**src/rtl/dmem_arb_pkg.sv**
```systemverilog
// Shared types and constants for the data-memory arbiter.
package dmem_arb_pkg;

    localparam int unsigned BEAT_BYTES = 8;
    localparam int unsigned BEAT_SHIFT = $clog2(BEAT_BYTES);

    typedef enum logic {
        IDLE  = 1'b0,
        BURST = 1'b1
    } state_e;

    typedef enum logic {
        OWN_CPU = 1'b0,
        OWN_EXT = 1'b1
    } owner_e;

endpackage

```
**src/rtl/dmem_arbiter_burst_addr_gen.sv**
```systemverilog
// Host burst address generator: latches base/len/direction at grant,
// counts beats and flags the last one. Beat 0 address passes straight
// through from the request so the grant cycle can issue it.
module burst_addr_gen
    import dmem_arb_pkg::*;
#(
    parameter int unsigned ADDR_W = 64,
    parameter int unsigned LEN_W  = 8
) (
    input  logic              clk,
    input  logic              rst,
    input  logic              load,
    input  logic              advance,
    input  logic [ADDR_W-1:0] base_in,
    input  logic [LEN_W-1:0]  len_in,
    input  logic              we_in,
    output logic [ADDR_W-1:0] addr_c,
    output logic              last_c,
    output logic              we_c
);

    logic [ADDR_W-1:0] base_q, base_d;
    logic [LEN_W-1:0]  len_q, len_d;
    logic [LEN_W-1:0]  cnt_q, cnt_d;
    logic              we_q, we_d;

    // Next-state for the latched burst descriptor and beat counter
    always_comb begin
        base_d = base_q;
        len_d  = len_q;
        cnt_d  = cnt_q;
        we_d   = we_q;
        if (load) begin
            base_d = base_in;
            len_d  = len_in;
            we_d   = we_in;
            cnt_d  = LEN_W'(1);
        end else if (advance) begin
            cnt_d = cnt_q + LEN_W'(1);
        end
    end

    // Current beat address, direction and last-beat flag; adding whole beats keeps base[2:0]
    always_comb begin
        addr_c = base_q + (ADDR_W'(cnt_q) << BEAT_SHIFT);
        last_c = (cnt_q == len_q);
        we_c   = we_q;
        if (load) begin
            addr_c = base_in;
            last_c = (len_in == '0);
            we_c   = we_in;
        end
    end

    // Descriptor and counter registers
    always_ff @(posedge clk) begin
        if (rst) begin
            base_q <= '0;
            len_q  <= '0;
            cnt_q  <= '0;
            we_q   <= 1'b0;
        end else begin
            base_q <= base_d;
            len_q  <= len_d;
            cnt_q  <= cnt_d;
            we_q   <= we_d;
        end
    end

endmodule

```
**src/rtl/dmem_arbiter.sv**
```systemverilog
// Arbitrates the single-port data SRAM between the CPU MEM stage and the
// host burst port. Optional stall-cycle counter enabled by DMEM_ARB_PERF_EN.
module dmem_arbiter
    import dmem_arb_pkg::*;
#(
    parameter int unsigned DATA_W = 64,
    parameter int unsigned ADDR_W = 64,
    parameter int unsigned LEN_W  = 8
) (
    input  logic              clk,
    input  logic              rst,
    input  logic              cpu_req,
    input  logic              cpu_we,
    input  logic [ADDR_W-1:0] cpu_addr,
    input  logic [DATA_W-1:0] cpu_wdata,
    output logic              cpu_stall,
    output logic              cpu_rvalid,
    output logic [DATA_W-1:0] cpu_rdata,
    input  logic              ext_req,
    input  logic              ext_we,
    input  logic [ADDR_W-1:0] ext_addr,
    input  logic [LEN_W-1:0]  ext_len,
    input  logic [DATA_W-1:0] ext_wdata,
    output logic              ext_gnt,
    output logic              ext_beat,
    output logic              ext_rvalid,
    output logic [DATA_W-1:0] ext_rdata,
    output logic              ext_done,
    output logic [31:0]       stall_cnt,
    output logic              mem_en,
    output logic              mem_we,
    output logic [ADDR_W-1:0] mem_addr,
    output logic [DATA_W-1:0] mem_wdata,
    input  logic [DATA_W-1:0] mem_rdata
);

    state_e            state_q, state_d;
    owner_e            last_owner_q, last_owner_d;
    logic              cpu_rvalid_q, cpu_rvalid_d;
    logic              ext_rvalid_q, ext_rvalid_d;
    logic              ext_done_q, ext_done_d;
    logic              cpu_win, ext_win, ext_beat_c;
    logic              beat_last, beat_we;
    logic [ADDR_W-1:0] beat_addr;

    burst_addr_gen #(
        .ADDR_W (ADDR_W),
        .LEN_W  (LEN_W)
    ) u_addr_gen (
        .clk     (clk),
        .rst     (rst),
        .load    (ext_win),
        .advance (state_q == BURST),
        .base_in (ext_addr),
        .len_in  (ext_len),
        .we_in   (ext_we),
        .addr_c  (beat_addr),
        .last_c  (beat_last),
        .we_c    (beat_we)
    );

    // Same-cycle round-robin arbitration while idle; reset blocks any grant
    always_comb begin
        cpu_win = 1'b0;
        ext_win = 1'b0;
        if (!rst && state_q == IDLE) begin
            if (cpu_req && (!ext_req || last_owner_q == OWN_EXT)) begin
                cpu_win = 1'b1;
            end else if (ext_req) begin
                ext_win = 1'b1;
            end
        end
    end

    // Next-state, owner tracking and beat issue
    always_comb begin
        state_d      = state_q;
        last_owner_d = last_owner_q;
        ext_beat_c   = 1'b0;
        case (state_q)
            IDLE: begin
                if (cpu_win) begin
                    last_owner_d = OWN_CPU;
                end
                if (ext_win) begin
                    last_owner_d = OWN_EXT;
                    ext_beat_c   = 1'b1;
                    if (!beat_last) begin
                        state_d = BURST;
                    end
                end
            end
            BURST: begin
                ext_beat_c = !rst;
                if (beat_last) begin
                    state_d = IDLE;
                end
            end
        endcase
    end

    // SRAM strobes and response bookkeeping
    always_comb begin
        mem_en       = 1'b0;
        mem_we       = 1'b0;
        mem_addr     = '0;
        mem_wdata    = '0;
        if (cpu_win) begin
            mem_en    = 1'b1;
            mem_we    = cpu_we;
            mem_addr  = cpu_addr;
            mem_wdata = cpu_wdata;
        end else if (ext_beat_c) begin
            mem_en    = 1'b1;
            mem_we    = beat_we;
            mem_addr  = beat_addr;
            mem_wdata = ext_wdata;
        end
        cpu_rvalid_d = cpu_win & ~cpu_we;
        ext_rvalid_d = ext_beat_c & ~beat_we;
        ext_done_d   = ext_beat_c & beat_last;
    end

    // FSM, owner and response registers
    always_ff @(posedge clk) begin
        if (rst) begin
            state_q      <= IDLE;
            last_owner_q <= OWN_EXT;
            cpu_rvalid_q <= 1'b0;
            ext_rvalid_q <= 1'b0;
            ext_done_q   <= 1'b0;
        end else begin
            state_q      <= state_d;
            last_owner_q <= last_owner_d;
            cpu_rvalid_q <= cpu_rvalid_d;
            ext_rvalid_q <= ext_rvalid_d;
            ext_done_q   <= ext_done_d;
        end
    end

    // Reset also squashes responses already in flight
    assign cpu_stall  = cpu_req & ~cpu_win;
    assign ext_gnt    = ext_win;
    assign ext_beat   = ext_beat_c;
    assign cpu_rvalid = cpu_rvalid_q & ~rst;
    assign ext_rvalid = ext_rvalid_q & ~rst;
    assign ext_done   = ext_done_q & ~rst;
    assign cpu_rdata  = cpu_rvalid ? mem_rdata : '0;
    assign ext_rdata  = ext_rvalid ? mem_rdata : '0;

`ifdef DMEM_ARB_PERF_EN
    logic [31:0] stall_cnt_q, stall_cnt_d;

    // Saturating count of CPU stall cycles
    always_comb begin
        stall_cnt_d = stall_cnt_q;
        if (cpu_stall && stall_cnt_q != 32'hFFFF_FFFF) begin
            stall_cnt_d = stall_cnt_q + 32'd1;
        end
    end

    // Stall counter register
    always_ff @(posedge clk) begin
        if (rst) begin
            stall_cnt_q <= '0;
        end else begin
            stall_cnt_q <= stall_cnt_d;
        end
    end

    assign stall_cnt = stall_cnt_q;
`else
    assign stall_cnt = '0;
`endif

endmodule

```
**config.mk**
```make
export PLATFORM = sky130hd
export DESIGN_NAME = dmem_arbiter
export DESIGN_NICKNAME = d
export VERILOG_FILES = /design/src/rtl/dmem_arb_pkg.sv /design/src/rtl/dmem_arbiter_burst_addr_gen.sv /design/src/rtl/dmem_arbiter.sv
export SDC_FILE = /design/constraint.sdc
export NUM_CORES = 1
export LEC_CHECK = 0
export BUFFER_PORTS_ARGS = -buffer_cell sky130_fd_sc_hd__buf_2
export CORE_AREA = 5 5 245 247
export CTS_CLUSTER_DIAMETER = 60
export CTS_CLUSTER_SIZE = 16
export DETAILED_ROUTE_END_ITERATION = 10
export DIE_AREA = 0 0 250 252
export HOLD_SLACK_MARGIN = 0.15
export PLACE_DENSITY = 0.46
export SETUP_SLACK_MARGIN = 0.4
export SKIP_CTS_REPAIR_TIMING = 1
export SLEW_MARGIN = 20
export SYNTH_ARGS = -nofsm -noshare
export SYNTH_HDL_FRONTEND = slang
export SYNTH_HIERARCHICAL = 1
export SYNTH_SLANG_ARGS = --single-unit
```
**constraint.sdc**
```tcl
create_clock -name clk -period 4.8 [get_ports clk]
set_input_delay 0.96 -clock clk [delete_from_list [all_inputs] [get_ports clk]]
set_output_delay 0.96 -clock clk [all_outputs]
set_load 0.01 [all_outputs]
```
==> results of run 1 <==
==> Yosys cell counts (19+ instances only) <==
master / instances
nand3_1: 19
nand2_1: 104
buf_4: 33
o21ai_0: 43
clkbuf_1: 56
buf_2: 19
and3_1: 19
a21oi_1: 48
and2_1: 131
nand4_1: 22
xor2_1: 29
xnor2_1: 24
a22o_1: 129
mux2i_1: 44
nor2_1: 49
dfxtp_1: 86
==> worst paths after layout <==
| kind | start | end | slack (ns) |
|---|---|---|---|
| max | u_addr_gen/cnt_q[4] | mem_addr[62] | 0.56 |
| min | u_addr_gen/base_q[10] | u_addr_gen/base_q[10] | 0.47 |
| max reg2reg | last_owner_q | ext_done_q | 2.57 |
| min reg2reg | u_addr_gen/base_q[10] | u_addr_gen/base_q[10] | 0.47 |
==> flip-flops by register name, summed over array words and instances, names as in the netlist <==
register and cells:
cpu_rvalid_q 1, ext_done_q 1, ext_rvalid_q 1, last_owner_q 1, state_q 1, u_addr_gen/base_q 64
u_addr_gen/cnt_q 8, u_addr_gen/len_q 8, u_addr_gen/we_q 1
==> worst reg2reg max path, stage by stage (launching register included) <==
cell and delay [ns]:
dfxtp_1 0.34, a21bo_2 0.24, nor3_2 0.30, inv_2 0.09, buf_4 0.30, o41ai_1 0.69, and2_1 0.21
==> metal layers <==
metal  up-vias  track usage
li1       4525            -
met1      4494        0.176
met2       415        0.261
met3        57       0.0368
met4         4       0.0513
met5         -            0
==> cell type report <==
| cell class | count | area [um2] |
|---|---|---|
| multi-input cells | 794 | 5330 |
| repair buffers | 622 | 3220 |
| flip-flops and latches | 86 | 1720 |
| clock buffers | 9 | 225 |
| well taps | 765 | 957 |
| fillers | 6584 | 45800 |
| inverters | 11 | 41.3 |
| clock inverters | 7 | 70.1 |
| diodes | 7 | 17.5 |
==> kinds of logic (layout without fill, tap and decap cells) <==
| group | after synthesis | in the layout | share of synthesized area |
|---|---|---|---|
| adders and majority gates | 10 | 10 | 0.0177 |
| and+or+nand+nor | 387 | 387 | 0.277 |
| muxes | 54 | 54 | 0.0739 |
| AOI/OAI and AO/OA | 258 | 258 | 0.257 |
| DFF | 86 | 86 | 0.230 |
| other | 1 | 39 | 0.000501 |
| buffers and inverters | 124 | 649 | 0.0820 |
| xor gates and xnor gates | 53 | 53 | 0.0620 |
==> power groups by stage <==
stage                     Clock, W  Combinational, W  Sequential, W
after global routing      0.000797          0.000918       0.000791
after CTS                 0.000778          0.000872       0.000786
after floorplan                  0          0.000428       0.000790
after global placement           0          0.000860       0.000801
final                     0.000735          0.000859       0.000786
after detailed placement         0          0.000865       0.000803
==> through the flow <==
step | util | hold WS [ns] | cell area [um2] | power [W] | setup slack [ns]
after floorplan | - | 0.450 | 7600 | 0.00122 | 0.670
after global placement | 0.195 | 0.464 | 11200 | 0.00166 | 0.460
after detailed placement | 0.195 | 0.466 | 11200 | 0.00167 | 0.401
after global routing | 0.202 | 0.503 | 11600 | 0.00251 | 0.378
final | 0.202 | 0.475 | 11600 | 0.00238 | 0.559
after CTS | 0.200 | 0.479 | 11500 | 0.00244 | 0.0578
==> results.ini, run 1 <==
[sta]
clock_skew_ns=0.0155
hold_violations=0
maxSlewViolCount=0
fin_crit_ns=4.24
fmax_mhz=236
fin_crit_sh=0.883
worst_pin_slew_ns=0.768
rsz0062_at_grt=yes
slew_headroom=0.488
setup_tns_ns=0
setup_viol=0

[setup_path]
cp-end-kind=primary output
worst-path-stages=10
crit_buf_inv=2
critPathMaxStageDelay_ns=0.46
crit_fanout=12
cp_slowest_cell=a2111o_1
critPathLaunchType=register
path_class=register to primary output
crit_arrival_ns=3.28
cpLargestDelayFamily=compound AO/OA/AOI/OAI gates
crit_chain=ha_1 > a21o_1 > a31oi_1 > a21o_4 > buf_4 > a2111o_1 > or3_1 > a31oi_2 > a22o_1 > buf_2
reg2reg_depth=6
cp.required_ns=3.84

[final_layout]
syn_to_final_growth_pct=54.7
final_common_cell=buf_2
final_cell_mix=buf_2, and2_1, a22o_1, nand2_1, dfxtp_1
post_route_cells_drive_above_1_share=0.440
fin_cells=2301
fin_nets=1868

[power]
intPower_w=0.00147
pwr-share-seq=0.330
p_leak_nw=5.74
switching_power_w=0.000914
power_frac_clock=0.309
sw_frac_of_total=0.384
p_per_area_nw_per_um2=206
combPwrFrac=0.361
ir_drop_mv=0.162

[logic_synthesis]
synthArstFlopShare=0
netlist_area_um2=7480
ys_dominant_reg_cell=dfxtp_1
ys_seq_area_frac=0.230
synth_edf_count=0
ys_ff_latch=86
avgSynthCellArea_um2=7.69
synth_largest_area_cell=dfxtp_1
yosys_warnings=6
yosysUniqueCellTypes=57
synth_top_area_frac=0.230
synthCells=973
synth.area.top_cells=dfxtp_1, a22o_1, and2_1, mux2i_1, nand2_1

[floorplan]
rows=88
die_x_um=250
fp.dieArea_um2=63000
coreArea_um2=57400
die_y_um=252
initial_core_util=0.130
num_io_pins=630

[min_path]
hp-class=register to register
hold_depth=2

[cts]
clock_path_buffers=2
clk_latency_ns=0.38
root_buffer=clkbuf_16
cts_tree=done
clkTransAtPathRegs_ns=0.08
htreeDepth=3
clock_sinks=86
numCtsBuffers=9

[detailed_routing]
routed_wl_um=50700
wl_met2_um=25000
vias=9495
ant_nets=0
drt_iter0_markers=651
detail_route.vias_per_cell=4.13
wl_met1_um=20500
routed.top_layer=met5
wl_met3_um=3230
wl_per_cell_um=22.0
drtPass1Iterations=6
drc=0

[global_routing]
antenna_found_initial=17
grtUsageTotal=0.148
gr-total-overflow=0
grt_pass1_vias=9476
grt_max_degree=118
grt_first_pass_wirelength_um=69000

[place]
dpl.cell_count=2276
port_buffers=597
place_congestion=0.984
dpl.hpwl_um=42600

[run]
cap_violations=0

[run_status]
status=finished clean

No activity file was read; power rests on OpenSTA's default activity.
==> run 2, diff against run 1 <==
Settings changed: ABC_AREA set to 1, PLACE_DENSITY 0.46 to 0.49.
==> run 2 against run 1 <==
  * Core utilization up 2.8 points
  * Synthesized cell count up 80%
  * Final cell count up 33%
  * Clock skew down 0.0036 ns
  * Die area unchanged
  * Via count up 41%
  * First-iteration DRC count up 76%
  * Cell area up 14%
  * Sequential power up 2.9%
  * Largest power group unchanged
==> results.ini, run 2 <==
[detailed_routing]
detail_route.vias_per_cell=4.36  ; was 4.13
wl_per_cell_um=21.2  ; was 22.0 um
routed_wl_um=65100  ; was 50700 um
drtPass1Iterations=6  ; unchanged
ant_nets=0  ; unchanged
drt_iter0_markers=1145  ; was 651
vias=13378  ; was 9495
drc=0  ; unchanged

[floorplan]
coreArea_um2=57400  ; unchanged
num_io_pins=630  ; unchanged
fp.dieArea_um2=63000  ; unchanged
initial_core_util=0.161  ; was 0.130
die_x_um=250  ; unchanged
die_y_um=252  ; unchanged
rows=88  ; unchanged

[place]
dpl.hpwl_um=54800  ; was 42600 um
placed_area_um2=12800  ; was 11200 um2
place_congestion=0.930  ; was 0.984
dpl.cell_count=3032  ; was 2276
port_buffers=597  ; unchanged

[run_status]
status=finished clean  ; unchanged

[sta]
slew_headroom=0.309  ; was 0.488
hold_violations=0  ; unchanged
setup_viol=0  ; unchanged
clock_skew_ns=0.0119  ; was 0.0155 ns
rsz0062_at_grt=no  ; was yes
worst_pin_slew_ns=1.04  ; was 0.768 ns
fin_crit_sh=0.875  ; was 0.883
fin_crit_ns=4.20  ; was 4.24 ns
setup_tns_ns=0  ; unchanged
maxSlewViolCount=0  ; unchanged
fmax_mhz=238  ; was 236 MHz

[final_layout]
multi_input_area_um2=6260  ; was 5330 um2
largest_reg_flops=64  ; unchanged
post_route_cells_drive_above_1_share=0.302  ; was 0.440
n_fill_cell=6864  ; was 6584
top_regs=u_addr_gen/base_q: 64 flops, u_addr_gen/cnt_q: 8 flops, u_addr_gen/len_q: 8 flops  ; unchanged
regArea_um2=1720  ; about the same
regMostFlops=u_addr_gen/base_q  ; unchanged
fin_cells=3065  ; was 2301
syn_to_final_growth_pct=43.0  ; was 54.7%
final_common_cell=nand2_1  ; was buf_2
fin_nets=2622  ; was 1868
finish.instance_area_um2=13200  ; was 11600 um2
fin_util=0.230  ; was 0.202
final_cell_mix=nand2_1, buf_2, nor2_1, inv_1, nand4_1  ; was buf_2, and2_1, a22o_1, nand2_1, dfxtp_1

[setup_path]
crit_chain=buf_2 > nor2_4 > buf_4 > buf_4 > nand4_1 > nand2_1 > buf_2  ; was ha_1 > a21o_1 > a31oi_1 > a21o_4 > buf_4 > a2111o_1 > or3_1 > a31oi_2 > a22o_1 > buf_2
critPathMaxStageDelay_ns=0.79  ; was 0.46 ns
cp.required_ns=3.84  ; about the same
cp_slowest_cell=buf_4  ; was a2111o_1
reg2reg_depth=9  ; was 6
crit_arrival_ns=3.24  ; was 3.28 ns
r2r_slack_ns=2.54  ; was 2.57 ns
r2r_start=last_owner_q  ; unchanged
critPathLaunchType=input port  ; was register
crit_buf_inv=4  ; was 2
cp-end-kind=primary output  ; unchanged
cpLargestDelayFamily=buffers and inverters  ; was compound AO/OA/AOI/OAI gates
r2r_end=ext_done_q  ; unchanged
path_class=input port to primary output  ; was register to primary output
crit_fanout=80  ; was 12

[cts]
clock_sinks=86  ; unchanged
htreeDepth=3  ; unchanged
root_buffer=clkbuf_16  ; unchanged
clock_path_buffers=2  ; unchanged
clk_latency_ns=0.37  ; was 0.38 ns
cts_tree=done  ; unchanged
numCtsBuffers=9  ; unchanged
clkTransAtPathRegs_ns=0.06  ; was 0.08 ns

[min_path]
hp-class=register to register  ; unchanged
min_to=u_addr_gen/base_q[7]  ; was u_addr_gen/base_q[10]
hp-start=u_addr_gen/base_q[7]  ; was u_addr_gen/base_q[10]
hold_depth=2  ; unchanged

[power]
p_total_w=0.00265  ; was 0.00238 W
ir_drop_mv=0.118  ; was 0.162 mV
p_leak_nw=7.53  ; was 5.74 nW
p_per_area_nw_per_um2=201  ; was 206 nW/um2

[logic_synthesis]
synth_top_area_frac=0.252  ; was 0.230
netlist_area_um2=9240  ; was 7480 um2
synth_edf_count=0  ; unchanged
ys_dominant_reg_cell=dfxtp_1  ; unchanged
ys_seq_area_frac=0.186  ; was 0.230
yosys.cell_count.top_type=nand2_1  ; was and2_1
netlist_top_cells_count=nand2_1, nor2_1, inv_1  ; was and2_1, a22o_1, nand2_1
synth.area.top_cells=nand2_1, dfxtp_1, nor2_1, nand4_1, inv_1  ; was dfxtp_1, a22o_1, and2_1, mux2i_1, nand2_1
avgSynthCellArea_um2=5.28  ; was 7.69 um2
synthCells=1749  ; was 973
synth_largest_area_cell=nand2_1  ; was dfxtp_1
yosys_warnings=6  ; unchanged
yosysUniqueCellTypes=42  ; was 57
ys_ff_latch=86  ; unchanged
synthArstFlopShare=0  ; unchanged

[global_routing]
gr-total-overflow=0  ; unchanged
grtUsageTotal=0.193  ; was 0.148
grt_pass1_vias=12582  ; was 9476
antenna_found_initial=56  ; was 17
grt_max_degree=82  ; was 118
grt_first_pass_wirelength_um=90200  ; was 69000 um

[run]
cap_violations=0  ; unchanged

==> run 2: changes by cell type after synthesis, sizes merged, moves of 18 or more <==
cell and change:
nand4 +132, mux2i -38, nand2 +525, nor2 +246, nand3 +43, and2 -126, xor2 -26, o21ai +18
inv +183, a22o -129, buf +26, and3 -18
==> run 2: area by class of cell <==
class                   instances  share of cell area
repair buffers                617               0.242
clock buffers                  10              0.0181
flip-flops and latches         86               0.130
inverters                     194              0.0552
diodes                         17             0.00322
well taps                     765              0.0725
clock inverters                 6             0.00521
multi-input cells            1370               0.474
==> run 2: report_power, final <==
group	leakage [nW]	switching (W)	internal (W)
Sequential	0.701	0.0000508	0.000758
Combinational	6.68	0.000701	0.000371
Clock	0.150	0.000345	0.000422
Total	7.53	0.00110	0.00155
==> run 2: kinds of logic after synthesis <==
logic type | share of synthesized area
mux | 0.00650
simple gates | 0.557
buf+inv | 0.153
flops | 0.186
xor+xnor | 0.00948
fa+ha+maj | 0.0144
compound gates | 0.0729
other cells | 0.000406
==> run 2: metal layers <==
layer / wire length, um / up-vias / track usage
met2: 29500 / 576 / 0.295
met5: 181 / - / 0
met1: 28700 / 6119 / 0.259
met3: 6020 / 85 / 0.0631
met4: 754 / 26 / 0.0560
li1: - / 6572 / -
==> run 2: how the worst max path moves through the flow <==
stage | from | to | slack (ns) | cells past startpoint
floorplan | cpu_req | mem_addr[7] | 1.42 | 11
global placement | rst | mem_addr[62] | 0.60 | 7
detailed placement | rst | mem_addr[62] | 0.63 | 7
CTS | u_addr_gen/cnt_q[0] | mem_addr[51] | 0.43 | 18
global route | u_addr_gen/cnt_q[0] | mem_addr[31] | 0.43 | 15
finish | rst | mem_wdata[29] | 0.60 | 7
==> run 2: worst register-to-register path: cells and delay by family (launching register included) <==
family / cells / cell delay (ns)
AND/OR/NAND/NOR: 3 / 0.48
buffers and inverters: 3 / 0.67
AO/OA/AOI/OAI: 3 / 0.66
flip-flops: 1 / 0.33
==> run 2: per-stage QoR <==
step | hold WS [ns] | setup WS (ns)
CTS | 0.473 | 0.430
floorplan | 0.445 | 1.42
global placement | 0.460 | 0.601
detailed placement | 0.463 | 0.629
finish | 0.474 | 0.600
global route | 0.493 | 0.430
